==> src/rtl/score_pkg.sv <==
// Shared types for the hexagon-game score keeper: game state encoding and BCD score type.
package score_pkg;

  typedef enum logic [1:0] {
    IDLE = 2'd0,
    RUN  = 2'd1,
    OVER = 2'd2
  } state_t;

  typedef logic [15:0] bcd4_t;

  localparam int BCD_DIGITS = 4;

endpackage

==> src/rtl/bcd_digit_cnt.sv <==
// One decimal digit of a ripple BCD counter; carry_out is combinational so a
// whole chain of digits rolls over in a single cycle.
module bcd_digit_cnt (
  input  logic       clk,
  input  logic       rst_n,
  input  logic       inc_in,
  input  logic       clr,
  output logic [3:0] digit,
  output logic       carry_out
);

  assign carry_out = inc_in && (digit == 4'd9);

  // NOTE: sequential state uses non-blocking assignments so every flop samples pre-edge values.
  always_ff @(posedge clk or negedge rst_n) begin
    if (!rst_n) begin
      digit <= 4'd0;
    end else if (clr) begin
      digit <= 4'd0;
    end else if (inc_in) begin
      digit <= (digit == 4'd9) ? 4'd0 : digit + 4'd1;
    end
  end

endmodule

==> src/rtl/score_keeper.sv <==
// Frame-synchronous score / game-over tracker for the hexagon game.
// Optional high-score register enabled by defining SCORE_KEEPER_HISCORE_EN.
module score_keeper
  import score_pkg::*;
#(
  parameter int FRAMES_PER_POINT = 6,
  parameter int SCORE_MAX        = 8191
) (
  input  logic        Clk,
  input  logic        Reset_n,
  input  logic        VGA_VS,
  input  logic        start,
  input  logic        is_collision,
  input  logic        kb_reset,
  output logic        frame_tick,
  output logic [12:0] Score,
  output bcd4_t       Score_BCD,
  output logic        game_over,
  output logic        running,
  output bcd4_t       Hi_Score_BCD
);

  localparam int PW = (FRAMES_PER_POINT > 1) ? $clog2(FRAMES_PER_POINT) : 1;

  state_t            state, state_nxt;
  logic              vs_meta, vs_sync, vs_sync_d;
  logic [PW-1:0]     presc;
  logic              presc_wrap;
  logic              score_inc;
  logic              score_clr;
  logic [BCD_DIGITS:0] carry;

  // VS idles high, so the synchronizer resets to 1 to avoid a false edge at release.
  always_ff @(posedge Clk or negedge Reset_n) begin
    if (!Reset_n) begin
      vs_meta    <= 1'b1;
      vs_sync    <= 1'b1;
      vs_sync_d  <= 1'b1;
      frame_tick <= 1'b0;
    end else begin
      vs_meta    <= VGA_VS;
      vs_sync    <= vs_meta;
      vs_sync_d  <= vs_sync;
      frame_tick <= vs_sync_d && !vs_sync;
    end
  end

  // NOTE: every signal assigned in always_comb gets a default first, so no latch is inferred.
  always_comb begin
    state_nxt = state;
    if (kb_reset) begin
      state_nxt = IDLE;
    end else begin
      case (state)
        IDLE:    if (start) state_nxt = RUN;
        RUN:     if (is_collision) state_nxt = OVER;
        OVER:    state_nxt = OVER;
        default: state_nxt = IDLE;
      endcase
    end
  end

  assign presc_wrap = (presc == PW'(FRAMES_PER_POINT - 1));
  assign score_clr  = kb_reset || (state == IDLE);
  assign score_inc  = (state == RUN) && frame_tick && presc_wrap && !is_collision
                      && !kb_reset && (Score != 13'(SCORE_MAX));
  assign running    = (state == RUN);

  always_ff @(posedge Clk or negedge Reset_n) begin
    if (!Reset_n) begin
      state     <= IDLE;
      presc     <= '0;
      Score     <= '0;
      game_over <= 1'b0;
    end else begin
      state     <= state_nxt;
      game_over <= (state == RUN) && is_collision && !kb_reset;
      if (score_clr) begin
        presc <= '0;
        Score <= '0;
      end else begin
        if ((state == RUN) && frame_tick && !is_collision)
          presc <= presc_wrap ? '0 : presc + PW'(1);
        if (score_inc)
          Score <= Score + 13'd1;
      end
    end
  end

  // Decimal mirror of Score, advanced by the same increment so the two never diverge.
  assign carry[0] = score_inc;
  for (genvar i = 0; i < BCD_DIGITS; i++) begin : g_digit
    bcd_digit_cnt u_digit (
      .clk       (Clk),
      .rst_n     (Reset_n),
      .inc_in    (carry[i]),
      .clr       (score_clr),
      .digit     (Score_BCD[4*i +: 4]),
      .carry_out (carry[i+1])
    );
  end

`ifdef SCORE_KEEPER_HISCORE_EN
  bcd4_t hi_q;

  // Packed BCD compares correctly as a plain unsigned number, thousands digit first.
  always_ff @(posedge Clk or negedge Reset_n) begin
    if (!Reset_n) begin
      hi_q <= '0;
    end else if ((state == RUN) && (state_nxt == OVER) && (Score_BCD > hi_q)) begin
      hi_q <= Score_BCD;
    end
  end

  assign Hi_Score_BCD = hi_q;
`else
  assign Hi_Score_BCD = '0;
`endif

endmodule

==> config.mk <==
export PLATFORM = sky130hd
export DESIGN_NAME = score_keeper
export DESIGN_NICKNAME = d
export VERILOG_FILES = /design/src/rtl/score_pkg.sv /design/src/rtl/bcd_digit_cnt.sv /design/src/rtl/score_keeper.sv
export SDC_FILE = /design/constraint.sdc
export NUM_CORES = 1
export LEC_CHECK = 0
export BUFFER_PORTS_ARGS = -buffer_cell sky130_fd_sc_hd__buf_2
export CAP_MARGIN = 10
export CORE_AREA = 8 8 72 87
export CTS_CLUSTER_DIAMETER = 200
export DETAILED_ROUTE_END_ITERATION = 7
export DIE_AREA = 0 0 80 95
export GPL_ROUTABILITY_DRIVEN = 0
export HOLD_SLACK_MARGIN = 0.1
export PLACE_DENSITY_LB_ADDON = 0.15
export SKIP_LAST_GASP = 1
export SLEW_MARGIN = 20
export SYNTH_ARGS = -nofsm -noshare
export SYNTH_HDL_FRONTEND = slang
export SYNTH_SLANG_ARGS = --single-unit
export TNS_END_PERCENT = 20
==> constraint.sdc <==
create_clock -name Clk -period 2.45 [get_ports Clk]
set_clock_uncertainty 0.2 [all_clocks]
set_input_delay 0.3675 -clock Clk [delete_from_list [all_inputs] [get_ports Clk]]
set_output_delay 0.3675 -clock Clk [all_outputs]
set_load 0.02 [all_outputs]
After elaboration in Yosys (flattened, before gate mapping)
Index checks and enable logic that the tools add are counted.

word-level totals
  bits in registers = 39
  latch bits = 0
  bits in writable memories = 0
  bits in read-only memories = 0
  output and inout port bits = 48
  memories kept = 0

operators by class
  add/sub/neg operators = 6
  multipliers = 0
  divide/modulo/power cells = 0
  order comparisons = 0
  equality and inequality tests = 10
  shift-type cells = 0
  multiplexer cells = 21
  bitwise operators = 0
  reductions and logical operators = 23

operators with widths
  operator                                                                number
  4-bit 2-to-1 mux                                                        12
  13-bit 2-to-1 mux                                                       2
  4-bit by 1-bit adder with 4-bit output (second input constant)          4
  4-bit equality test (second input constant)                             4
  13-bit by 1-bit adder with 13-bit output (second input constant)        1
  13-bit inequality test (second input constant)                          1
  1-bit logical AND                                                       12
  2-bit nonzero test                                                      5
  3-bit 2-to-1 mux                                                        3
  2-bit 2-to-1 mux                                                        3
  3-bit inequality test (second input constant)                           2
  2-bit one-hot mux with 3 select lines                                   1
  3-bit by 1-bit adder with 3-bit output (second input constant)          1
  3-bit equality test (second input constant)                             1
  1-bit zero test                                                         3
  2-bit by 1-bit equality test with 1-bit output (second input constant)  1
  2-bit equality test (second input constant)                             1
  2-bit zero test                                                         1
  2-bit AND reduction                                                     1
  1-bit logical OR                                                        1

Longest topological paths before layout
Gate-level depths: netlist of the first run.

  word-level depth = 11
  mapped depth = 8

Hierarchy
Synthesis of the first run repeated with hierarchy kept, for this count alone.

unflattened totals
  cells, all modules = 238
  area, all modules = 2250.9 um2

by module, submodules not included
  module         times used  cells an instance  area an instance (um2)  sequential area each (um2)
  score_keeper   1           134                1285.0                  579.3
  bcd_digit_cnt  4           26                 241.5                   100.1

Worst setup path before layout of the first run
No wires, ideal clock.

  path kind = flip-flop to flip-flop
  start = register state[1]
  end = register Score[11]
  setup time = 0.078 ns
  arrival = 2.254 ns
  data required time = 2.172 ns
  setup slack = -0.082 ns
  cell stages (with the launch flop) = 8
  path buffers = 1
  clock period less this slack = 2.532 ns
  cells stage by stage = dfrtp_1 > inv_1 > ha_1 > nand4b_1 > or4_1 > buf_2 > or4_1 > a21oi_1

between the ends
  longest elaborated chain between the ends = 7
  elaborated cells between the ends (all ways) = 10

RTL lines
  what                                            line                RTL
  start, declared                                 score_keeper.sv:25  state_t state, state_nxt;
  start signal, assigned                          score_keeper.sv:76  state <= state_nxt;
  2-bit by 1-bit equality test with 1-bit output  -
  net running                                     score_keeper.sv:19  output logic running,
  1-bit logical AND (3 in series)                 score_keeper.sv:65  assign score_inc = (state == RUN) && frame_tick && presc_wrap && !is_collision
  1-bit logical AND (2 in series)                 score_keeper.sv:66  && !kb_reset && (Score != 13'(SCORE_MAX));
  2-bit nonzero test (no source line)             -
  end signal, assigned                            score_keeper.sv:85  Score <= Score + 13'd1;
  end, declared                                   score_keeper.sv:16  output logic [12:0] Score,

The timed path passes the listed nets, and every way through them passes these cells.
A chain may end at the register's enable or synchronous reset.

Final worst setup path of the first run
  start = register state[1]
  end = register Score[9]

between the ends
  longest elaborated chain between the ends = 7
  elaborated cells between the ends (all ways) = 10

RTL lines
  what                                            line
  2-bit by 1-bit equality test with 1-bit output  score_keeper.sv:65
  1-bit logical AND (3 in series)                 score_keeper.sv:65
  1-bit logical AND (2 in series)                 score_keeper.sv:66
  2-bit nonzero test (no source line)             -

Several ways; a longest one is shown, not always the timed one.

==> results.json, run 1 <==
{
  "grt_overflow": 0,
  "slew_violations": 0,
  "grt_max_degree": 28,
  "netlist_instances": 242,
  "ios": 54,
  "dr.pass1.iters": 4,
  "cts_num_sinks": 39,
  "min_period_over_period": 0.952,
  "cts.reportedPaths.clkPinSlew_ns": 0.08,
  "synth_area_leaders": "dfrtp_1 (40%), ha_1 (6.6%), buf_4 (5.3%)",
  "start_kind": "flip-flop",
  "yosys.area.top_type": "dfrtp_1",
  "critPathKind": "flip-flop to flip-flop",
  "multiInputGateArea_mm2": 0.00115,
  "h-tree-depth": 2,
  "power_frac_seq": 0.453,
  "dp_cells": 343,
  "hp-class": "input port to flip-flop",
  "nFillCells": 467,
  "synthTopCellsByCount": "dfrtp_1 (36), nand2_1 (21), a21oi_1 (19)",
  "dp_slack_ns": 0.00876,
  "synth_seq_cells": 39,
  "p_leak_nw": 1.25,
  "ir_drop_mv": 0.513,
  "worstPathRequired_ns": 2.48,
  "rsz0062_at_grt": "no",
  "die_h_um": 95,
  "cts_buffer_depth": 2,
  "clockRootBuffer": "clkbuf_8",
  "nets": 311,
  "cpPeakStageDelay_ns": 0.62,
  "place_hpwl_mm": 3.90,
  "ant_nets": 0,
  "die_w_um": 80,
  "synthDistinctLibCells": 39,
  "crit_arrival_ns": 2.36,
  "num_vias": 1955,
  "cts_tree": "yes",
  "grt_pass1_wl_mm": 8.74,
  "drc_errors": 0,
  "drive_above_1_share": 0.238,
  "syn_area_mm2": 0.00226,
  "avgViaCountPerCell": 5.52,
  "numPortBuffers": 37,
  "avgSynthCellArea_um2": 9.34,
  "dieArea_mm2": 0.00760,
  "yosysWarnings": 0,
  "start_util": 0.467,
  "final_area_mm2": 0.00268,
  "internal_power_mw": 1.02,
  "synth_edf_count": 0,
  "cts_buffers": 5,
  "final_cells": 354,
  "insertion_delay_ns": 0.30,
  "seq_area_um2": 980,
  "async_flop_share": 1.00,
  "fin_crit_ns": 2.33,
  "crit_chain": "inv_1, ha_4, nand4b_1, or4_4, or4_1, a21oi_1",
  "setup_viol": 0,
  "core_mm2": 0.00483,
  "core.rowCount": 28,
  "yosysTopAreaCellShare": 0.399,
  "fmax_mhz": 429,
  "maxCapViolations": 0,
  "yosysSeqAreaShare": 0.434,
  "crit_path_max_fanout": 6,
  "outcome": "finished clean",
  "pwr-share-comb": 0.261,
  "finalSetupTns_ns": 0,
  "drt_wl_total_mm": 5.14,
  "yosys.cell_count.top_type": "dfrtp_1",
  "synth-main-ff-cell": "dfrtp_1",
  "hold_ws_ns": 0.121,
  "switching_share": 0.322,
  "area_delta_synth_final_pct": 18.5,
  "crit_path_end_kind": "flip-flop",
  "finalHoldViolCount": 0,
  "drt_iter0_drc": 90,
  "fin_ws_ns": 0.117,
  "totalPowerFinal_mw": 1.51,
  "final_core_util": 0.554,
  "p_clk_frac": 0.287,
  "wl_per_cell_um": 14.5,
  "placed_area_mm2": 0.00257,
  "diodes": 0,
  "antenna_found_initial": 0,
  "track_usage": 0.143,
  "grt_pass1_vias": 1799,
  "power_density_mw_per_mm2": 563,
  "p_sw_mw": 0.485,
  "critPathSlowestCell": "or4_4"
}
timing repair:
item | CTS | global route
resized for setup | 1 | 0
hold buffers | 2 | 0
hold endpoints to repair | 24 | 0
gates cloned | 0 | 0
setup buffers | 0 | 1
pin swaps | 0 | 0
endpoints found under the setup margin | 1 | 1
logic make-up after synthesis:
kind of cell               share of synthesized area
xor gates and xnor gates                     0.00388
DFF                                            0.434
AOI/OAI and AO/OA                              0.136
muxes                                         0.0310
and+or+nand+nor                                0.239
adders and majority gates                     0.0664
buffers and inverters                         0.0886
other                                        0.00166
power groups by stage:
stage                     Combinational [mW]  Clock, mW  Sequential (mW)
after floorplan                        0.269          0            0.697
after global placement                 0.389          0            0.695
after detailed placement               0.396          0            0.695
after CTS                              0.399      0.452            0.683
after global routing                   0.446      0.473            0.687
final                                  0.393      0.432            0.683
routing by layer:
layer | vias up | global-route usage | wire [um]
li1 | 951 | - | -
met1 | 948 | 0.172 | 2190
met2 | 48 | 0.232 | 2450
met3 | 8 | 0.0475 | 421
met4 | 0 | 0.0517 | 74
met5 | - | 0 | 0
path summary, 6_finish.rpt:
check                              from                     endpoint  slack, ns  depth (start not counted)
max                            state[1]                     Score[9]       0.12                          6
max in group asynchronous       Reset_n                     Score[3]       1.23                          3
max reg2reg                    state[1]                     Score[9]       0.12                          6
min                        is_collision                    game_over       0.12                          3
min in group asynchronous       Reset_n  g_digit[0].u_digit.digit[1]       0.28                          2
min reg2reg                     vs_meta                      vs_sync       0.16                          0
sequential cells by signal, summed over array words and instances (netlist names):
name,cells
vs_meta,1
game_over,1
vs_sync_d,1
g_digit.u_digit.digit,16
presc,3
vs_sync,1
frame_tick,1
state,2
Score,13
critical path: cells and delay by family, from the launching register on:
family / cells / cell delay [ns]
and+or+nand+nor: 3 / 1.28
DFF: 1 / 0.38
AOI/OAI and AO/OA: 1 / 0.16
adders and majority gates: 1 / 0.13
buffers and inverters: 1 / 0.10
layout make-up:
cell class                 count  area share
tap                           60      0.0280
sequential                    39       0.366
inverter                       8      0.0112
multi-input combinational    181       0.430
timing repair buffer          58       0.135
clock buffer                   8      0.0299
cell usage in the layout, fill, tap and decap left out, types with 2 or more instances in the layout:
cell and count:
buf_2 37, dfrtp_1 36, nand2_1 21, a21oi_1 19, buf_4 18, conb_1 16, or4_1 13, o21ai_0 12
nor2_1 11, ha_1 11, inv_1 8, nand3_1 8, o31ai_1 8, mux2i_1 7, nor3_1 6, nand4_1 5
or3_1 5, clkbuf_8 5, a31oi_1 4, nor2b_1 3, and4_1 3, o311ai_0 3, and3b_1 3, or2_2 3
clkbuf_1 3, dfstp_2 3, and3_1 2, and2_1 2, a41o_1 2, nor4_1 2, dlygate4sd3_1 2
(Power assumes the default switching activity.)
==> run 2, diff against run 1 <==
--- a/config.mk
+++ b/config.mk
@@ -13,7 +13,7 @@
 export DIE_AREA = 0 0 80 95
 export GPL_ROUTABILITY_DRIVEN = 0
 export HOLD_SLACK_MARGIN = 0.1
-export PLACE_DENSITY_LB_ADDON = 0.15
+export PLACE_DENSITY = 0.77
 export SKIP_LAST_GASP = 1
 export SLEW_MARGIN = 20
 export SYNTH_ARGS = -nofsm -noshare
==> results.json, run 2 (synthesized netlist as in run 1, its figures left out) <==
{
  "critPathKind": "flip-flop to flip-flop",
  "grt_max_degree": 28,
  "place_hpwl_mm": 3.88,
  "die_h_um": 95,
  "hold_ws_ns": 0.121,
  "finalSetupTns_ns": 0,
  "crit_path_max_fanout": 8,
  "setup_viol": 0,
  "wl_per_cell_um": 15.0,
  "reg_top3": "g_digit.u_digit.digit (16), Score (13), presc (3)",
  "avgViaCountPerCell": 5.61,
  "grt_pass1_wl_mm": 8.80,
  "cts_buffers": 5,
  "worstPathRequired_ns": 2.47,
  "dieArea_mm2": 0.00760,
  "outcome": "finished clean",
  "clockRootBuffer": "clkbuf_8",
  "cts.reportedPaths.clkPinSlew_ns": 0.08,
  "drt_iter0_drc": 127,
  "largest-register": "g_digit.u_digit.digit",
  "crit_chain": "or3b_1, or4_4, or4_1, a21oi_1",
  "power_frac_seq": 0.428,
  "cts_tree": "yes",
  "grt_pass1_vias": 1894,
  "dr.pass1.iters": 4,
  "area_delta_synth_final_pct": 19.2,
  "nFillCells": 431,
  "final_area_mm2": 0.00269,
  "antenna_found_initial": 0,
  "slew_violations": 0,
  "cts_num_sinks": 39,
  "maxCapViolations": 0,
  "num_vias": 1970,
  "grt_overflow": 0,
  "path_buf_inv": 0,
  "largest_reg_flops": 16,
  "crit_family": "simple AND/OR/NAND/NOR gates",
  "drive_above_1_share": 0.241,
  "fmax_mhz": 434,
  "start_util": 0.467,
  "power_density_mw_per_mm2": 593,
  "cts_setup_buffers": 0,
  "cts_buffer_depth": 2,
  "fin_ws_ns": 0.145,
  "pwr-share-comb": 0.227,
  "insertion_delay_ns": 0.29,
  "layout_common_cells": "buf_2 (37), dfrtp_1 (36), nand2_1 (21)",
  "h-tree-depth": 2,
  "ios": 54,
  "p_leak_nw": 1.26,
  "ir_drop_mv": 0.511,
  "hp-class": "input port to flip-flop",
  "fin_crit_ns": 2.31,
  "cpPeakStageDelay_ns": 0.58,
  "nets": 308,
  "p_clk_frac": 0.346,
  "layout_commonest_cell": "buf_2",
  "rsz0062_at_grt": "no",
  "start_kind": "flip-flop",
  "drt_wl_total_mm": 5.27,
  "finalHoldViolCount": 0,
  "core_mm2": 0.00483,
  "drc_errors": 0,
  "crit_path_end_kind": "flip-flop",
  "critPathSlowestCell": "or4_4",
  "multiInputGateArea_mm2": 0.00115,
  "diodes": 0,
  "min_period_over_period": 0.941,
  "totalPowerFinal_mw": 1.60,
  "dp_slack_ns": -0.0122,
  "switching_share": 0.295,
  "track_usage": 0.142,
  "reg2reg_slack_ns": 0.14,
  "internal_power_mw": 1.13,
  "seq_area_um2": 980,
  "ant_nets": 0,
  "core.rowCount": 28,
  "crit_arrival_ns": 2.32,
  "die_w_um": 80,
  "p_sw_mw": 0.471,
  "numPortBuffers": 37,
  "placed_area_mm2": 0.00255
}
-- run 2: cell types whose count changed in the layout (fill, tap and decap cells not counted) --
cell,change
buf_4,-3
clkbuf_1,-3
clkbuf_8,+1
clkinv_2,+1
bufinv_16,+1
-- run 2: tightest hold or removal path, delay by kind of cell --
kind | cells | cell delay [ns]
buffers and inverters | 1 | 0.12
and+or+nand+nor | 2 | 0.10
-- run 2: timing repair --
item,CTS,global route
endpoints found under the hold margin,17,0
setup endpoints to repair,0,3
gates resized for setup,0,1
hold buffers,2,0
-- run 2: layer usage --
layer	vias to the layer above	track usage	routed length, um
li1	953	-	-
met1	972	0.164	2250
met2	39	0.244	2720
met3	6	0.0361	233
met4	0	0.0547	67
met5	-	0	0
-- run 2: through the flow --
stage,utilization,cells
after detailed placement,0.528,341
after global routing,0.557,351
after floorplan,-,257
after global placement,0.528,341
after CTS,0.556,351
final,0.557,351
-- run 2: layout make-up --
class | instances | share of cell area
multi-input combinational | 181 | 0.428
timing repair buffer | 55 | 0.125
sequential | 39 | 0.364
inverter | 8 | 0.0112
clock inverter | 2 | 0.0130
clock buffer | 6 | 0.0307
tap | 60 | 0.0279
-- run 2: final timing paths --
| path | start | to | cells past startpoint |
|---|---|---|---|
| worst max-delay path | presc[1] | Score[11] | 4 |
| worst min-delay path | is_collision | game_over | 3 |
| worst max register to register | presc[1] | Score[11] | 4 |
| worst min register to register | vs_meta | vs_sync | 0 |
| max in group asynchronous | Reset_n | g_digit[2].u_digit.digit[2] | 3 |
| min in group asynchronous | Reset_n | state[1] | 2 |
-- run 2: power groups by stage --
stage	clock network, mW	logic (mW)	registers (mW)
after floorplan	0	0.269	0.697
after global placement	0	0.352	0.694
after detailed placement	0	0.365	0.696
after CTS	0.564	0.364	0.683
after global routing	0.595	0.404	0.686
final	0.552	0.362	0.683
